File: src/rtl/can_tx_bit.sv
// can_tx_bit - bit-level CAN transmitter.
//
// Takes one frame bit at a time from the frame builder over a valid/ready
// handshake and drives the TX line for exactly N = clocks-per-bit cycles per
// bit. While `en` is high (SOF..CRC) a complementary stuff bit is inserted
// after every five consecutive identical bits.
//
// Optional feature macro: CAN_TX_STUFF_EN
//   defined   : STUFF state, run tracking and stuff_bit output are built.
//   undefined : no stuffing; en ignored, stuff_bit tied low.
//
// Ports:
//   clk, rst_n      clock, asynchronous active-low reset
//   en              stuffing region flag, captured with each accepted bit
//   din/din_valid   next bit to send (0 dominant, 1 recessive) and its valid
//   din_ready       combinational: a bit is accepted this cycle if valid
//   tx              registered TX line, idles recessive
//   busy            a data or stuff bit is on the line
//   stuff_bit       the bit currently on tx is a stuff bit
//   bit_start       one-cycle pulse on the first cycle of every bit on tx
module can_tx_bit #(
  parameter int clk_speed_MHz      = 100,
  parameter int can_bit_rate_Kbits = 1000
) (
  input  logic clk,
  input  logic rst_n,
  input  logic en,
  input  logic din,
  input  logic din_valid,
  output logic din_ready,
  output logic tx,
  output logic busy,
  output logic stuff_bit,
  output logic bit_start
);

  localparam int N  = (clk_speed_MHz * 1000) / can_bit_rate_Kbits;
  localparam int CW = (N > 1) ? $clog2(N) : 1;
  localparam logic [CW-1:0] CNT_MAX = CW'(N - 1);

`ifdef CAN_TX_STUFF_EN
  typedef enum logic [1:0] {IDLE, DATA, STUFF} state_t;
`else
  typedef enum logic {IDLE, DATA} state_t;
`endif

  state_t          state_q, state_d;
  logic [CW-1:0]   cnt_q, cnt_d;
  logic            tx_q, tx_d;
  logic            busy_q, busy_d;
  logic            bit_start_q, bit_start_d;
  logic            end_of_bit;
  logic            accept;

  assign end_of_bit = (state_q != IDLE) && (cnt_q == CNT_MAX);

`ifdef CAN_TX_STUFF_EN
  logic       stuff_bit_q, stuff_bit_d;
  logic [2:0] run_q, run_d;
  logic       last_q, last_d;
  logic       stuff_pend;

  // Five identical bits were captured with en=1 during this data bit; the
  // stuff bit follows regardless of what upstream offers next.
  assign stuff_pend = (state_q == DATA) && (run_q == 3'd5);
  assign din_ready  = (state_q == IDLE) || (end_of_bit && !stuff_pend);
  assign stuff_bit  = stuff_bit_q;
`else
  logic unused_en;
  assign unused_en = en;
  assign din_ready = (state_q == IDLE) || end_of_bit;
  assign stuff_bit = 1'b0;
`endif

  assign accept = din_valid & din_ready;

  always_comb begin
    state_d     = state_q;
    cnt_d       = cnt_q;
    tx_d        = tx_q;
    busy_d      = busy_q;
    bit_start_d = 1'b0;
`ifdef CAN_TX_STUFF_EN
    stuff_bit_d = stuff_bit_q;
    run_d       = run_q;
    last_d      = last_q;
`endif
    if (state_q != IDLE) cnt_d = cnt_q + 1'b1;

`ifdef CAN_TX_STUFF_EN
    if (end_of_bit && stuff_pend) begin
      // The stuff bit opens a new run of its own polarity.
      state_d     = STUFF;
      cnt_d       = '0;
      tx_d        = ~last_q;
      busy_d      = 1'b1;
      bit_start_d = 1'b1;
      stuff_bit_d = 1'b1;
      last_d      = ~last_q;
      run_d       = 3'd1;
    end else
`endif
    if (accept) begin
      state_d     = DATA;
      cnt_d       = '0;
      tx_d        = din;
      busy_d      = 1'b1;
      bit_start_d = 1'b1;
`ifdef CAN_TX_STUFF_EN
      stuff_bit_d = 1'b0;
      if (!en) begin
        run_d = 3'd0;
      end else if ((din == last_q) && (run_q != 3'd0)) begin
        run_d = run_q + 3'd1;
      end else begin
        run_d  = 3'd1;
        last_d = din;
      end
`endif
    end else if (end_of_bit) begin
      state_d = IDLE;
      cnt_d   = '0;
      tx_d    = 1'b1;
      busy_d  = 1'b0;
`ifdef CAN_TX_STUFF_EN
      stuff_bit_d = 1'b0;
      run_d       = 3'd0;
`endif
    end
  end

  always_ff @(posedge clk or negedge rst_n) begin
    if (!rst_n) begin
      state_q     <= IDLE;
      cnt_q       <= '0;
      tx_q        <= 1'b1;
      busy_q      <= 1'b0;
      bit_start_q <= 1'b0;
`ifdef CAN_TX_STUFF_EN
      stuff_bit_q <= 1'b0;
      run_q       <= 3'd0;
      last_q      <= 1'b1;
`endif
    end else begin
      state_q     <= state_d;
      cnt_q       <= cnt_d;
      tx_q        <= tx_d;
      busy_q      <= busy_d;
      bit_start_q <= bit_start_d;
`ifdef CAN_TX_STUFF_EN
      stuff_bit_q <= stuff_bit_d;
      run_q       <= run_d;
      last_q      <= last_d;
`endif
    end
  end

  assign tx        = tx_q;
  assign busy      = busy_q;
  assign bit_start = bit_start_q;

endmodule

File: config.mk
export PLATFORM = sky130hd
export DESIGN_NAME = can_tx_bit
export DESIGN_NICKNAME = d
export VERILOG_FILES = /design/src/rtl/can_tx_bit.sv
export SDC_FILE = /design/constraint.sdc
export NUM_CORES = 1
export LEC_CHECK = 0
export BUFFER_PORTS_ARGS = -buffer_cell sky130_fd_sc_hd__buf_2
export CELL_PAD_IN_SITES_DETAIL_PLACEMENT = 0
export CELL_PAD_IN_SITES_GLOBAL_PLACEMENT = 1
export CORE_AREA = 4 4 42 44
export DETAILED_ROUTE_END_ITERATION = 7
export DIE_AREA = 0 0 46 48
export PLACE_DENSITY = 0.83
export SLEW_MARGIN = 10
export SYNTH_ARGS = -nofsm -noshare
export SYNTH_HDL_FRONTEND = slang
export SYNTH_SLANG_ARGS = --single-unit
File: constraint.sdc
create_clock -name clk -period 3.2 [get_ports clk]
set_input_delay 0.32 -clock clk [delete_from_list [all_inputs] [get_ports clk]]
set_output_delay 0.32 -clock clk [all_outputs]
set_load 0.01 [all_outputs]
# Yosys cells after proc, flatten, opt, wreduce, memory -nomap -nowiden
# Index checks and enable logic that the tools add are counted.
# Widths: inputs -> output; s select.
[word_totals] reg_bits=10 in_bits=5 out_inout_bits=5
[classes] n_addsub=1 n_eq_ne=1 mux=8 bitwise=2 reduce_logical=4
[ops] cell="$mux 7" n=3
[ops] cell="$add 7x1->7 const B" n=1
[ops] cell="$eq 7x7->1 const B" n=1
[ops] cell="$mux 1" n=5
[ops] cell="$reduce_bool 3->1" n=1
[ops] cell="$reduce_bool 2->1" n=1
[ops] cell="$and 1x1->1" n=1
[ops] cell="$logic_and 1x1->1" n=1
[ops] cell="$logic_or 1x1->1" n=1
[ops] cell="$not 1->1" n=1

# Depth between registers and ports, before layout
[logic_depth] ltp_word=5 ltp_mapped=4

# Least setup slack after synthesis
# Ideal clock, no wire load.
[synth_timing] path_kind="register to output" start="reg cnt_q[2]" end="out din_ready" t_arrival_ps=1178 t_required_ps=2880 slack_ps=1702 path_stages_with_launch=3 path_buffers=0 path_cell_list="dfrtp_1 -> or4b_4 -> o21ai_4"
[synth_between] elab_chain_len=3
[synth_rtl] item="start, declared" line_no="48" source="logic [CW-1:0] cnt_q, cnt_d;"
[synth_rtl] item="start signal, assigned" line_no="146" source="cnt_q <= cnt_d;"
[synth_rtl] item="$eq 7x7->1" line_no="55" source="assign end_of_bit = (state_q != IDLE) && (cnt_q == CNT_MAX);"
[synth_rtl] item="$logic_and 1x1->1" line_no="55"
[synth_rtl] item="$logic_or 1x1->1" line_no="71" source="assign din_ready = (state_q == IDLE) || end_of_bit;"
[synth_rtl] item="end, declared" line_no="30" source="output logic din_ready,"
# Every way passes these cells.

# Worst setup path in the final report
# Ends and elaborated chain as after synthesis.

==> flow_summary.yaml <==
status:
  status: "finished clean"
placement:
  hpwlAfterDp_um: 726
  placed_cells: 75
  place_ws_ns: 1.52
  postPlaceCellArea_um2: 621
  gp_congestion: 0.763
  port_buffers: 7
clock_network:
  cts_sinks: 10
  clk_latency_ns: 0.26
  cts_root_buf: "clkbuf_4"
  cts_buffer_depth: 2
  clkTransAtPathRegs_ns: 0.07
  cts_tree: "done"
  htree_num_levels: 1
  cts_buffers: 3
critical_path:
  crit_start: "cnt_q[2]"
  reg2regPathDepth: 3
  cp-start-kind: "flop"
  cp_max_fo: 7
  worstPathArrival_ns: 1.65
  crit_end: "din_ready"
  worstPathRequired_ns: 2.88
  ff2ff_setup_slack_ns: 1.71
  endpoint_kind: "primary output"
  r2r-start: "cnt_q[2]"
  worstSetupPathType: "flop to primary output"
  r2r-end: "tx"
sta:
  rsz0062_at_grt: "false"
  hold_viol: 0
  fin_crit_ns: 1.97
  finalMaxSlewViolations: 0
  finalSetupTns_ns: 0
  relSlewSlack_pct: 65.5
  holdWs_ns: 0.349
  max_freq_mhz: 508
  layout_setup_ws_ns: 1.23
  worst_pin_slew_ns: 0.518
  fin_crit_sh_pct: 61.5
  worst_clock_skew_ns: 0.000759
  finalSetupViolations: 0
layout:
  stdcell_count: 80
  nFillCells: 141
  num-nets-final: 71
  layout_commonest_cell: "dfrtp_1"
  n_antenna_cell: 0
  area_growth_syn_to_layout_pct: 14.9
  layout_common_cells: "dfrtp_1 (9), buf_2 (7), nand3_1 (6), a21o_1 (4)"
  drive_gt1_share_pct: 25.0
  design_area_um2: 667
  fin_util_pct: 46.4
synthesis:
  netlist_area_um2: 581
  synthCells: 55
  synth-seq-cells: 10
  netlist.top_cell.by_area: "dfrtp_1"
  synth_warnings: 0
  synth_cell_type_count: 30
  synth_top_area_share_pct: 38.8
  synthesis.nets: 61
  yosysSeqAreaShare_pct: 43.3
  synthTopCellsByArea: "dfrtp_1 (39%), nand3_1 (5.2%), a21o_1 (5.2%)"
  synth_area_per_cell_um2: 10.6
detailed_routing:
  finalWirelength_um: 1090
  dr_total_vias: 439
  drtAntennaViolNets: 0
  dr.pass1.iters: 4
  wl_per_cell_um: 13.6
  drcViolationCount: 0
  viasPerCell: 5.49
  drtIter0Drc: 18
grt:
  overflow: 0
  grt_pass1_vias: 405
  antenna_found_initial: 0
  grt_max_degree: 17
  grt_pass1_wl_um: 1700
  track_usage_pct: 11.4
floorplan:
  fp.dieArea_um2: 2210
  core_area_um2: 1440
  start_util_pct: 40.4
  die_h_um: 48
  rows: 14
  ioPinCount: 10
  die_w_um: 46
worst_hold_path:
  hold_class: "primary input to flop"
  holdPathStages: 2
power:
  power_density_nw_per_um2: 373
  leakage_nw: 0.289
  power.total_mw: 0.249
  vdd_drop_max_mv: 0.145
flow_run:
  drv_cap: 0
metal layers:
metal	GRT usage [%]	part of all wire, %	up-vias
li1	-	-	223
met1	14.4	51	204
met2	16.5	43	7
met3	4.51	3.6	5
met4	6.82	2.4	0
met5	0	0	-
sequential cells by signal, summed over array words and instances, names as in the netlist:
register / cells
cnt_q: 7
bit_start: 1
busy: 1
tx: 1
power breakdown:
part / internal [mW] / switching (mW) / total, mW
Clock: 0.0691 / 0.0456 / 0.115
Sequential: 0.126 / 0 / 0.126
Combinational: 0.00246 / 0.00529 / 0.00775
worst max-delay path, stage by stage, from the launching register on:
cell and delay [ns]:
dfrtp_1 0.46, or4b_4 0.61, o21ai_4 0.17, buf_2 0.15
cell families after synthesis:
| group | after synthesis | synth area share [%] |
|---|---|---|
| mux | 2 | 3.45 |
| buf+inv | 3 | 2.59 |
| simple gates | 19 | 20.9 |
| fa+ha+maj | 1 | 2.15 |
| compound gates | 16 | 22.4 |
| other cells | 1 | 0.646 |
| xor+xnor | 3 | 4.53 |
| flops | 10 | 43.3 |
cells in the mapped netlist (all sizes together):
cell type  number
o211ai          3
or2b            1
o22ai           2
nand2b          3
o221a           1
nor2            1
mux2i           2
a211o           1
a21o            4
clkbuf          2
nor2b           1
a32o            1
dfstp           1
nor4b           1
ha              1
o21ai           2
and2            2
xnor2           2
dfrtp           9
xor2            1
conb            1
a22o            1
nand3           6
buf             1
nand2           1
a21oi           1
or4b            1
nor3b           2
worst min path at each step:
stage	startpoint	end	slack (ns)
2_1_floorplan	rst_n	bit_start	0.02
3_3_place_gp	rst_n	cnt_q[6]	0.19
3_5_place_dp	rst_n	cnt_q[2]	0.19
4_1_cts	din	tx	0.35
5_1_grt	din	tx	0.35
6_report	din	tx	0.35
timing repair:
item                                   4_1_cts  5_1_grt
endpoints found under the hold margin        9        0
buffers inserted                             0        0
resized for setup                            0        0
setup endpoints to repair                    0        0
hold buffers                                 1        0
layout make-up:
cell class / instances / area, µm² / area share (%)
Sequential cell: 10 / 251 / 37.7
Timing Repair Buffer: 8 / 45.0 / 6.75
Multi-Input combinational cell: 42 / 314 / 47.1
Tap cell: 16 / 20.0 / 3.00
Clock buffer: 4 / 36.3 / 5.44
Note: power is estimated with default switching activity, not from simulation.
